==> src/rtl/t_sram_responder_pkg.sv <==
// Shared widths, response field offsets, FSM encoding and the word-count helper
// for the T-stream SRAM responder.
package t_sram_responder_pkg;

  localparam int unsigned BIT_P_GROUP = 20;
  localparam int unsigned T_PER_WORD  = 7;
  localparam int unsigned SRAM_WORD   = 4 + T_PER_WORD * BIT_P_GROUP;
  localparam int unsigned T_SIZE_LOG  = 10;
  localparam int unsigned ADDR_W      = 8;
  localparam int unsigned MEM_W       = SRAM_WORD - 4;
  localparam int unsigned CNT_W       = 3;

  localparam int unsigned VALID_BIT = SRAM_WORD - 1;
  localparam int unsigned CNT_MSB   = SRAM_WORD - 2;
  localparam int unsigned CNT_LSB   = SRAM_WORD - 4;

  typedef enum logic {
    ST_IDLE = 1'b0,
    ST_RUN  = 1'b1
  } state_e;

  // Groups held by the word starting at base: min(7, T - base).
  function automatic logic [CNT_W-1:0] word_count(input logic [T_SIZE_LOG-1:0] t_size,
                                                   input logic [T_SIZE_LOG-1:0] base);
    logic [T_SIZE_LOG-1:0] rem;
    rem = t_size - base;
    if (rem >= T_SIZE_LOG'(T_PER_WORD)) return CNT_W'(T_PER_WORD);
    return CNT_W'(rem);
  endfunction

endpackage

==> src/rtl/t_sram_responder_word_ptr.sv <==
// Word pointer over T: group base, word address and lap parity, wrapping to
// zero once the next base would reach T.
module t_word_ptr
  import t_sram_responder_pkg::*;
(
  input  logic                  clk,
  input  logic                  rst_n,
  input  logic                  clr,
  input  logic                  adv,
  input  logic [T_SIZE_LOG-1:0] t_size,
  output logic [T_SIZE_LOG-1:0] base,
  output logic [ADDR_W-1:0]     addr,
  output logic                  par,
  output logic                  wrap_c
);

  logic [T_SIZE_LOG:0] base_sum;

  assign base_sum = {1'b0, base} + (T_SIZE_LOG + 1)'(T_PER_WORD);
  assign wrap_c   = base_sum >= {1'b0, t_size};

  always_ff @(posedge clk or negedge rst_n) begin
    if (!rst_n) begin
      base <= '0;
      addr <= '0;
      par  <= 1'b0;
    end else if (clr) begin
      base <= '0;
      addr <= '0;
      par  <= 1'b0;
    end else if (adv) begin
      if (wrap_c) begin
        base <= '0;
        addr <= '0;
        par  <= ~par;
      end else begin
        base <= base_sum[T_SIZE_LOG-1:0];
        addr <= addr + ADDR_W'(1);
      end
    end
  end

endmodule

==> src/rtl/t_sram_responder.sv <==
// Responder for the T-stream word protocol: serves reads from a single-port
// SRAM, commits write-back words, and holds reads until the prior lap's word is back.
module t_sram_responder
  import t_sram_responder_pkg::*;
(
  input  logic                  clk,
  input  logic                  rst_n,
  input  logic                  i_start,
  input  logic                  i_init,
  input  logic [T_SIZE_LOG-1:0] i_T_size,
  input  logic                  i_request,
  output logic [SRAM_WORD-1:0]  o_request_data,
  input  logic                  i_send,
  input  logic [SRAM_WORD-1:0]  i_send_data,
  output logic                  o_mem_en,
  output logic                  o_mem_we,
  output logic [ADDR_W-1:0]     o_mem_addr,
  output logic [MEM_W-1:0]      o_mem_wdata,
  input  logic [MEM_W-1:0]      i_mem_rdata,
  output logic                  o_busy
);

  state_e                state, state_nxt;
  logic [T_SIZE_LOG-1:0] t_size;
  logic                  wvalid;
  logic [MEM_W-1:0]      wbuf;
  logic                  rd_pend, rd_phase, cooldown, first_lap;
  logic [CNT_W-1:0]      rd_cnt;

  logic                  start_c, abort_c, issue_wr_c, issue_rd_c, hazard_ok_c;
  logic [T_SIZE_LOG-1:0] rd_base, wr_base_unused;
  logic [ADDR_W-1:0]     rd_addr, wr_addr;
  logic                  rd_par, wr_par, rd_wrap_c, wr_wrap_unused;
  logic                  send_hdr_unused;

  assign send_hdr_unused = ^i_send_data[SRAM_WORD-1:MEM_W];

  // A lap-L read of word k waits until lap L-1 has written word k back.
  assign hazard_ok_c = first_lap || (rd_par == wr_par) || (wr_addr > rd_addr);

  t_word_ptr u_rd_ptr (
    .clk    (clk),
    .rst_n  (rst_n),
    .clr    (start_c),
    .adv    (issue_rd_c),
    .t_size (t_size),
    .base   (rd_base),
    .addr   (rd_addr),
    .par    (rd_par),
    .wrap_c (rd_wrap_c)
  );

  t_word_ptr u_wr_ptr (
    .clk    (clk),
    .rst_n  (rst_n),
    .clr    (start_c),
    .adv    (issue_wr_c),
    .t_size (t_size),
    .base   (wr_base_unused),
    .addr   (wr_addr),
    .par    (wr_par),
    .wrap_c (wr_wrap_unused)
  );

  always_ff @(posedge clk or negedge rst_n) begin
    if (!rst_n) state <= ST_IDLE;
    else        state <= state_nxt;
  end

  // Next state and SRAM port arbitration; writes always win the port.
  always_comb begin
    state_nxt  = state;
    start_c    = 1'b0;
    abort_c    = 1'b0;
    issue_wr_c = 1'b0;
    issue_rd_c = 1'b0;
    case (state)
      ST_IDLE: begin
        if (i_start) begin
          state_nxt = ST_RUN;
          start_c   = 1'b1;
        end
      end
      ST_RUN: begin
        if (i_init) begin
          state_nxt = ST_IDLE;
          abort_c   = 1'b1;
        end else begin
          issue_wr_c = wvalid;
          issue_rd_c = !wvalid && i_request && !rd_pend && !cooldown && hazard_ok_c;
        end
      end
      default: state_nxt = ST_IDLE;
    endcase
  end

  // Datapath: SRAM command, write buffer and two-stage read response.
  always_ff @(posedge clk or negedge rst_n) begin
    if (!rst_n) begin
      o_request_data <= '0;
      o_mem_en       <= 1'b0;
      o_mem_we       <= 1'b0;
      o_mem_addr     <= '0;
      o_mem_wdata    <= '0;
      o_busy         <= 1'b0;
      t_size         <= '0;
      wvalid         <= 1'b0;
      wbuf           <= '0;
      rd_pend        <= 1'b0;
      rd_phase       <= 1'b0;
      cooldown       <= 1'b0;
      first_lap      <= 1'b0;
      rd_cnt         <= '0;
    end else begin
      o_mem_en       <= issue_wr_c || issue_rd_c;
      o_mem_we       <= issue_wr_c;
      o_busy         <= (state_nxt == ST_RUN);
      o_request_data <= '0;
      if (issue_wr_c) begin
        o_mem_addr  <= wr_addr;
        o_mem_wdata <= wbuf;
      end else if (issue_rd_c) begin
        o_mem_addr <= rd_addr;
      end

      if (start_c || abort_c) begin
        wvalid   <= 1'b0;
        rd_pend  <= 1'b0;
        rd_phase <= 1'b0;
        cooldown <= 1'b0;
        if (start_c) begin
          t_size    <= i_T_size;
          first_lap <= 1'b1;
        end
      end else if (state == ST_RUN) begin
        // The drain and a new send can share a cycle, so wvalid just follows i_send.
        wvalid   <= i_send;
        cooldown <= 1'b0;
        if (i_send) wbuf <= i_send_data[MEM_W-1:0];
        if (issue_rd_c) begin
          rd_pend  <= 1'b1;
          rd_phase <= 1'b0;
          rd_cnt   <= word_count(t_size, rd_base);
          if (rd_wrap_c) first_lap <= 1'b0;
        end else if (rd_pend && !rd_phase) begin
          rd_phase <= 1'b1;
        end else if (rd_pend) begin
          o_request_data[VALID_BIT]         <= 1'b1;
          o_request_data[CNT_MSB:CNT_LSB]   <= rd_cnt;
          o_request_data[CNT_LSB-1:0]       <= i_mem_rdata;
          rd_pend  <= 1'b0;
          rd_phase <= 1'b0;
          cooldown <= 1'b1;
        end
      end
    end
  end

endmodule

==> config.mk <==
export PLATFORM = sky130hd
export DESIGN_NAME = t_sram_responder
export DESIGN_NICKNAME = d
export VERILOG_FILES = /design/src/rtl/t_sram_responder_pkg.sv /design/src/rtl/t_sram_responder_word_ptr.sv /design/src/rtl/t_sram_responder.sv
export SDC_FILE = /design/constraint.sdc
export NUM_CORES = 1
export LEC_CHECK = 0
export ABC_AREA = 1
export BUFFER_PORTS_ARGS = -buffer_cell sky130_fd_sc_hd__buf_2
export CAP_MARGIN = 20
export CORE_MARGIN = 1
export CORE_UTILIZATION = 38
export DETAILED_ROUTE_END_ITERATION = 8
export PLACE_DENSITY_LB_ADDON = 0.05
export REMOVE_ABC_BUFFERS = 1
export SKIP_CTS_REPAIR_TIMING = 1
export SKIP_LAST_GASP = 1
export SLEW_MARGIN = 40
export SYNTH_ARGS = -nofsm -noshare
export SYNTH_HDL_FRONTEND = slang
export SYNTH_SLANG_ARGS = --single-unit
==> constraint.sdc <==
create_clock -name clk -period 6.1 [get_ports clk]
set_input_delay 1.83 -clock clk [delete_from_list [all_inputs] [get_ports clk]]
set_output_delay 1.83 -clock clk [all_outputs]
set_load 0.01 [all_outputs]
* After elaboration in Yosys (flattened, before gate mapping) *
Index checks and enable logic that the tools add are counted.

operators by class
  add/subtract/negate cells = 5
  order comparisons = 4
  equal/unequal tests = 3
  muxes and demuxes = 62
  bitwise logic cells = 4
  reductions and logical operators = 30

operators with widths
  cell                   number
  $mux 144               5
  $mux 8                 8
  $mux 10                6
  $mux 1                 40
  $add 10x3->11 const B  2
  $ge 11x10->1           2
  $add 8x1->8 const B    2
  $reduce_bool 2->1      8
  $ge 10x3->1 const B    1
  $reduce_and 2->1       5
  $sub 10x10->10         1
  $gt 8x8->1             1
  $mux 3                 2
  $reduce_and 3->1       2
  $logic_and 1x1->1      5
  $logic_not 1->1        4
  $logic_or 1x1->1       4
  $not 1->1              4
  $reduce_and 4->1       1
  $reduce_bool 4->1      1
  $ne 3x3->1 const B     1
  $ne 2x2->1 const B     1
  $pmux 1 s2             1
  $eq 1x1->1             1

storage, ports and cells
  bits in registers = 491
  bits of input ports = 300

* Logic depth before layout (Yosys ltp) *
  word-level depth = 11
  gate-level depth with buffers = 19
  mapped depth without buffers = 19

* Modules after synthesis *
Synthesis repeated with hierarchy kept, for this count alone.

second synthesis, totals
  cells, all modules = 2,169
  area total of the unflattened synthesis = 20,098.0 µm²

modules (own cells, without submodules)
  module                 instances  cells an instance  area an instance (µm²)  seq. area each (µm²)
  t_sram_responder       1          1,788              17,137.7                11,335.9
  t_word_ptr (u_rd_ptr)  1          190                1,483.9                 475.5
  t_word_ptr (u_wr_ptr)  1          191                1,476.4                 475.5

* Least setup slack after synthesis *
OpenSTA, ideal clock, no wires.

  kind = input port to flip-flop
  start = input port i_init
  end = register u_rd_ptr.base[3]
  arrival = 2,716 ps
  data required time = 5,973 ps
  path slack = 3,257 ps
  stages = 9
  buffers on the path = 1
  path through = nor2_4 -> inv_2 -> nor3_4 -> nand2_4 -> nand2_4 -> inv_4 -> buf_6 -> nand2_1 -> o21ai_0

between the ends
  cells in the longest elaborated chain, start to end = 3

RTL lines
  item                                RTL line                         text
  start: declaration                  t_sram_responder.sv:9            input logic i_init,
  $mux 1                              t_sram_responder.sv:85           if (i_init) begin
  $mux 1                              t_sram_responder.sv:77           case (state)
  $reduce_bool 2->1 (no source line)  -
  end signal: assignment              t_sram_responder_word_ptr.sv:37  base <= base_sum[T_SIZE_LOG-1:0];
  end: declaration                    t_sram_responder_word_ptr.sv:11  output logic [T_SIZE_LOG-1:0] base,

Every way passes these cells.
A chain may end at the register's enable or synchronous reset.

* Worst setup path after layout *
  start = input port i_init
  end = register u_wr_ptr.addr[6]

between the ends
  cells in the longest elaborated chain, start to end = 3

RTL lines
  item                                RTL line                         text
  $mux 1                              t_sram_responder.sv:85
  $mux 1                              t_sram_responder.sv:77
  $reduce_bool 2->1 (no source line)  -
  end signal: assignment              t_sram_responder_word_ptr.sv:38  addr <= addr + ADDR_W'(1);
  end: declaration                    t_sram_responder_word_ptr.sv:12  output logic [ADDR_W-1:0] addr,

Every way passes these cells.

==> impl_metrics.tcl <==
set metrics [dict create \
    p_sw_mw 3.40 \
    drtAntennaViolNets 0 \
    final_max_slew_viol_count 0 \
    skew_ns 0.0241 \
    synthArstFlopShare_pct 100 \
    wl_per_cell_um 17.0 \
    antenna_found_initial 17 \
    nNetsFinal 3053 \
    synth-seq-cells 491 \
    grt_max_degree 113 \
    cp.arrival_ns 3.83 \
    cp_top_family "simple AND/OR/NAND/NOR gates" \
    tightest_slew_ns 0.826 \
    grt_overflow 0 \
    drt_iter0_markers 898 \
    slowest_stage "nand2_2" \
    route.detailed.drc 0 \
    via_count 15600 \
    gp_congestion 0.886 \
    grt_use_total_pct 22.1 \
    grt_pass1_wl_mm 90.4 \
    die_width_um 230 \
    finalCriticalPeriod_ns 3.37 \
    synth_edf_count 0 \
    layout.cells.non_filler 3437 \
    cts_buffer_depth 3 \
    path_clk_slew_ns 0.06 \
    clock-sinks 491 \
    dp.cells 3335 \
    yosysSeqAreaShare_pct 62.1 \
    clock.fmax_mhz 297 \
    startpoint_type "input pin" \
    cts_max_level 2 \
    power_mw 10.5 \
    slew_headroom_pct 44.9 \
    crit_chain "buf_2 > nor2_4 > nand2_8 > nand2_2 > nand4_1 > nor3_1 > xor2_1 > a21oi_1" \
    synthesis.instances 2142 \
    cellPowerDensity_mw_per_mm2 417 \
    leakage_nw 14.5 \
    dr.pass1.iters 5 \
    fill_cells 5069 \
    vias_per_cell 4.53 \
    end_kind "flop" \
    rsz0062_at_grt "no" \
    routed_wl_mm 58.6 \
    synth_area_sq_mm 0.0198 \
    dieHeight_um 230 \
    cts_tree "done" \
    pin_count 595 \
    required_ns 6.56 \
    yosysWarnings 0 \
    cpPeakStageDelay_ns 0.58 \
    seqPwrFrac_pct 42.5 \
    clkLatencyLatePin_ns 0.59 \
    min_path_type "flop to flop" \
    synth_cell_types 36 \
    worstSetupPathType "input pin to flop" \
    postSynthAreaPerCell_sq_um 9.24 \
    maxCapViolCount 0 \
    power_frac_clock_pct 31.8 \
    p_int_mw 7.11 \
    syn2layout_area_growth_pct 27.4 \
    critical_path_buf_inv_count 1 \
    drive_gt1_share_pct 26.5 \
    status "completed" \
    ys.flop_type "dfrtp_1" \
    placementRows 83 \
    setup_tns_ns 0 \
    p_comb_share_pct 25.7 \
    dieArea_sq_mm 0.0530 \
    preCtsSetupSlack_ns 2.07 \
    yosysTopAreaCell "dfrtp_1" \
    p_sw_share_pct 32.4 \
    cts-root-buf "clkbuf_16" \
    worst_slack_ns 2.73 \
    hold_viol 0 \
    fin_crit_sh_pct 55.2 \
    synth_most_common_cell "nand2_1" \
    dp_hpwl_mm 42.3 \
    core_sq_mm 0.0514 \
    synth_top_cells_by_area "dfrtp_1 62%, nand2_1 11%, inv_1 6.1%" \
    max-vdd-ir-drop_v 0.000240 \
    synth_common_cells "606 x nand2_1, 491 x dfrtp_1, 324 x inv_1" \
    setup_violations 0 \
    crit_fanout 82 \
    grt_pass1_vias 15500 \
    yosysTopAreaCellShare_pct 62.1 \
    initial_core_util_pct 38.5 \
    io_buffers 590 \
    cts_made_buffers 53 \
]
metrics by stage:
step	util [%]	instance area (sq um)	hold slack, ns
6_report	49.0	25200	0.460
5_1_grt	49.0	25200	0.482
4_1_cts	48.9	25100	0.460
3_5_place_dp	45.4	23300	0.452
3_3_place_gp	45.4	23300	0.449
2_1_floorplan	-	19300	0.442
power by group through the flow:
stage	combinational, mW	sequential (mW)	clock, mW
floorplan	1.35	4.68	0
global placement	2.70	4.48	0
detailed placement	2.74	4.51	0
CTS	2.76	4.46	3.43
global route	3.09	4.56	3.56
finish	2.71	4.46	3.34
sequential cells by signal (all words and copies together) (netlist names):
signal / flops
o_request_data: 144
o_mem_wdata: 140
wbuf: 140
t_size: 10
u_rd_ptr.base: 10
u_wr_ptr.base: 10
o_mem_addr: 8
u_rd_ptr.addr: 8
u_wr_ptr.addr: 8
rd_cnt: 3
cooldown: 1
first_lap: 1
o_busy: 1
o_mem_en: 1
o_mem_we: 1
rd_pend: 1
rd_phase: 1
u_rd_ptr.par: 1
u_wr_ptr.par: 1
wvalid: 1
worst paths after layout:
| kind | slack (ns) | cells past startpoint | end | from |
|---|---|---|---|---|
| setup / recovery | 2.73 | 8 | u_wr_ptr.addr[6]$_DFFE_PN0P_ | i_init |
| hold / removal | 0.46 | 2 | o_mem_wdata[130]$_DFFE_PN0P_ | wbuf[130]$_DFFE_PN0P_ |
| setup reg to reg | 3.10 | 15 | first_lap$_DFFE_PN0P_ | u_rd_ptr.base[0]$_DFFE_PN0P_ |
| hold reg to reg | 0.46 | 2 | o_mem_wdata[130]$_DFFE_PN0P_ | wbuf[130]$_DFFE_PN0P_ |
| max in group asynchronous | 3.67 | 3 | o_request_data[142]$_DFF_PN0_ | rst_n |
| min in group asynchronous | 1.09 | 1 | wbuf[87]$_DFFE_PN0P_ | rst_n |
worst register-to-register path: cells and delay by family (launching register included):
family | cells | cell delay [ns]
AOI/OAI and AO/OA | 1 | 0.23
xor gates and xnor gates | 1 | 0.24
adders and majority gates | 2 | 0.51
buffers and inverters | 2 | 0.15
DFF | 1 | 0.40
and+or+nand+nor | 9 | 1.41
logic make-up after synthesis:
kind of cell    after synthesis  share of synthesized area [%]
simple gates                881                           17.9
flops                       491                           62.1
fa+ha+maj                    42                           2.69
compound gates              281                           7.56
buf+inv                     421                           8.55
xor+xnor                     26                           1.15
cell type report:
cell class                      count  area [sq um]  area share, %
Sequential cell                   491         12300           48.8
Clock buffer                       79          1620           6.41
Antenna cell                        8          20.0         0.0795
Inverter                          330          1250           4.97
Tap cell                          680           851           3.38
Clock inverter                     14           209          0.829
Multi-Input combinational cell   1230          5810           23.1
Timing Repair Buffer              605          3150           12.5
layout by cell type, fill, tap and decap left out, types with 5 or more instances in the layout:
cell type,synthesis,final
buf_4,6,9
clkbuf_1,44,8
nand3_1,26,26
a21oi_1,28,28
clkbuf_8,0,17
nor3_1,6,6
nand4_1,34,34
o21ai_2,13,13
inv_1,324,323
o21ai_0,226,226
clkbuf_16,0,54
buf_2,33,589
ha_1,41,41
nand2_1,606,606
xor2_1,22,22
clkinv_2,0,7
diode_2,0,8
bufinv_16,0,5
nor2_1,188,188
dfrtp_1,491,491
per-layer routing:
metal | part of all wire (%) | track usage [%]
met1 | 43 | 28.2
met2 | 49 | 36.4
met3 | 6.0 | 5.68
met4 | 2.7 | 7.45
met5 | 0.13 | 0
Power figures use the tool's default switching activity.
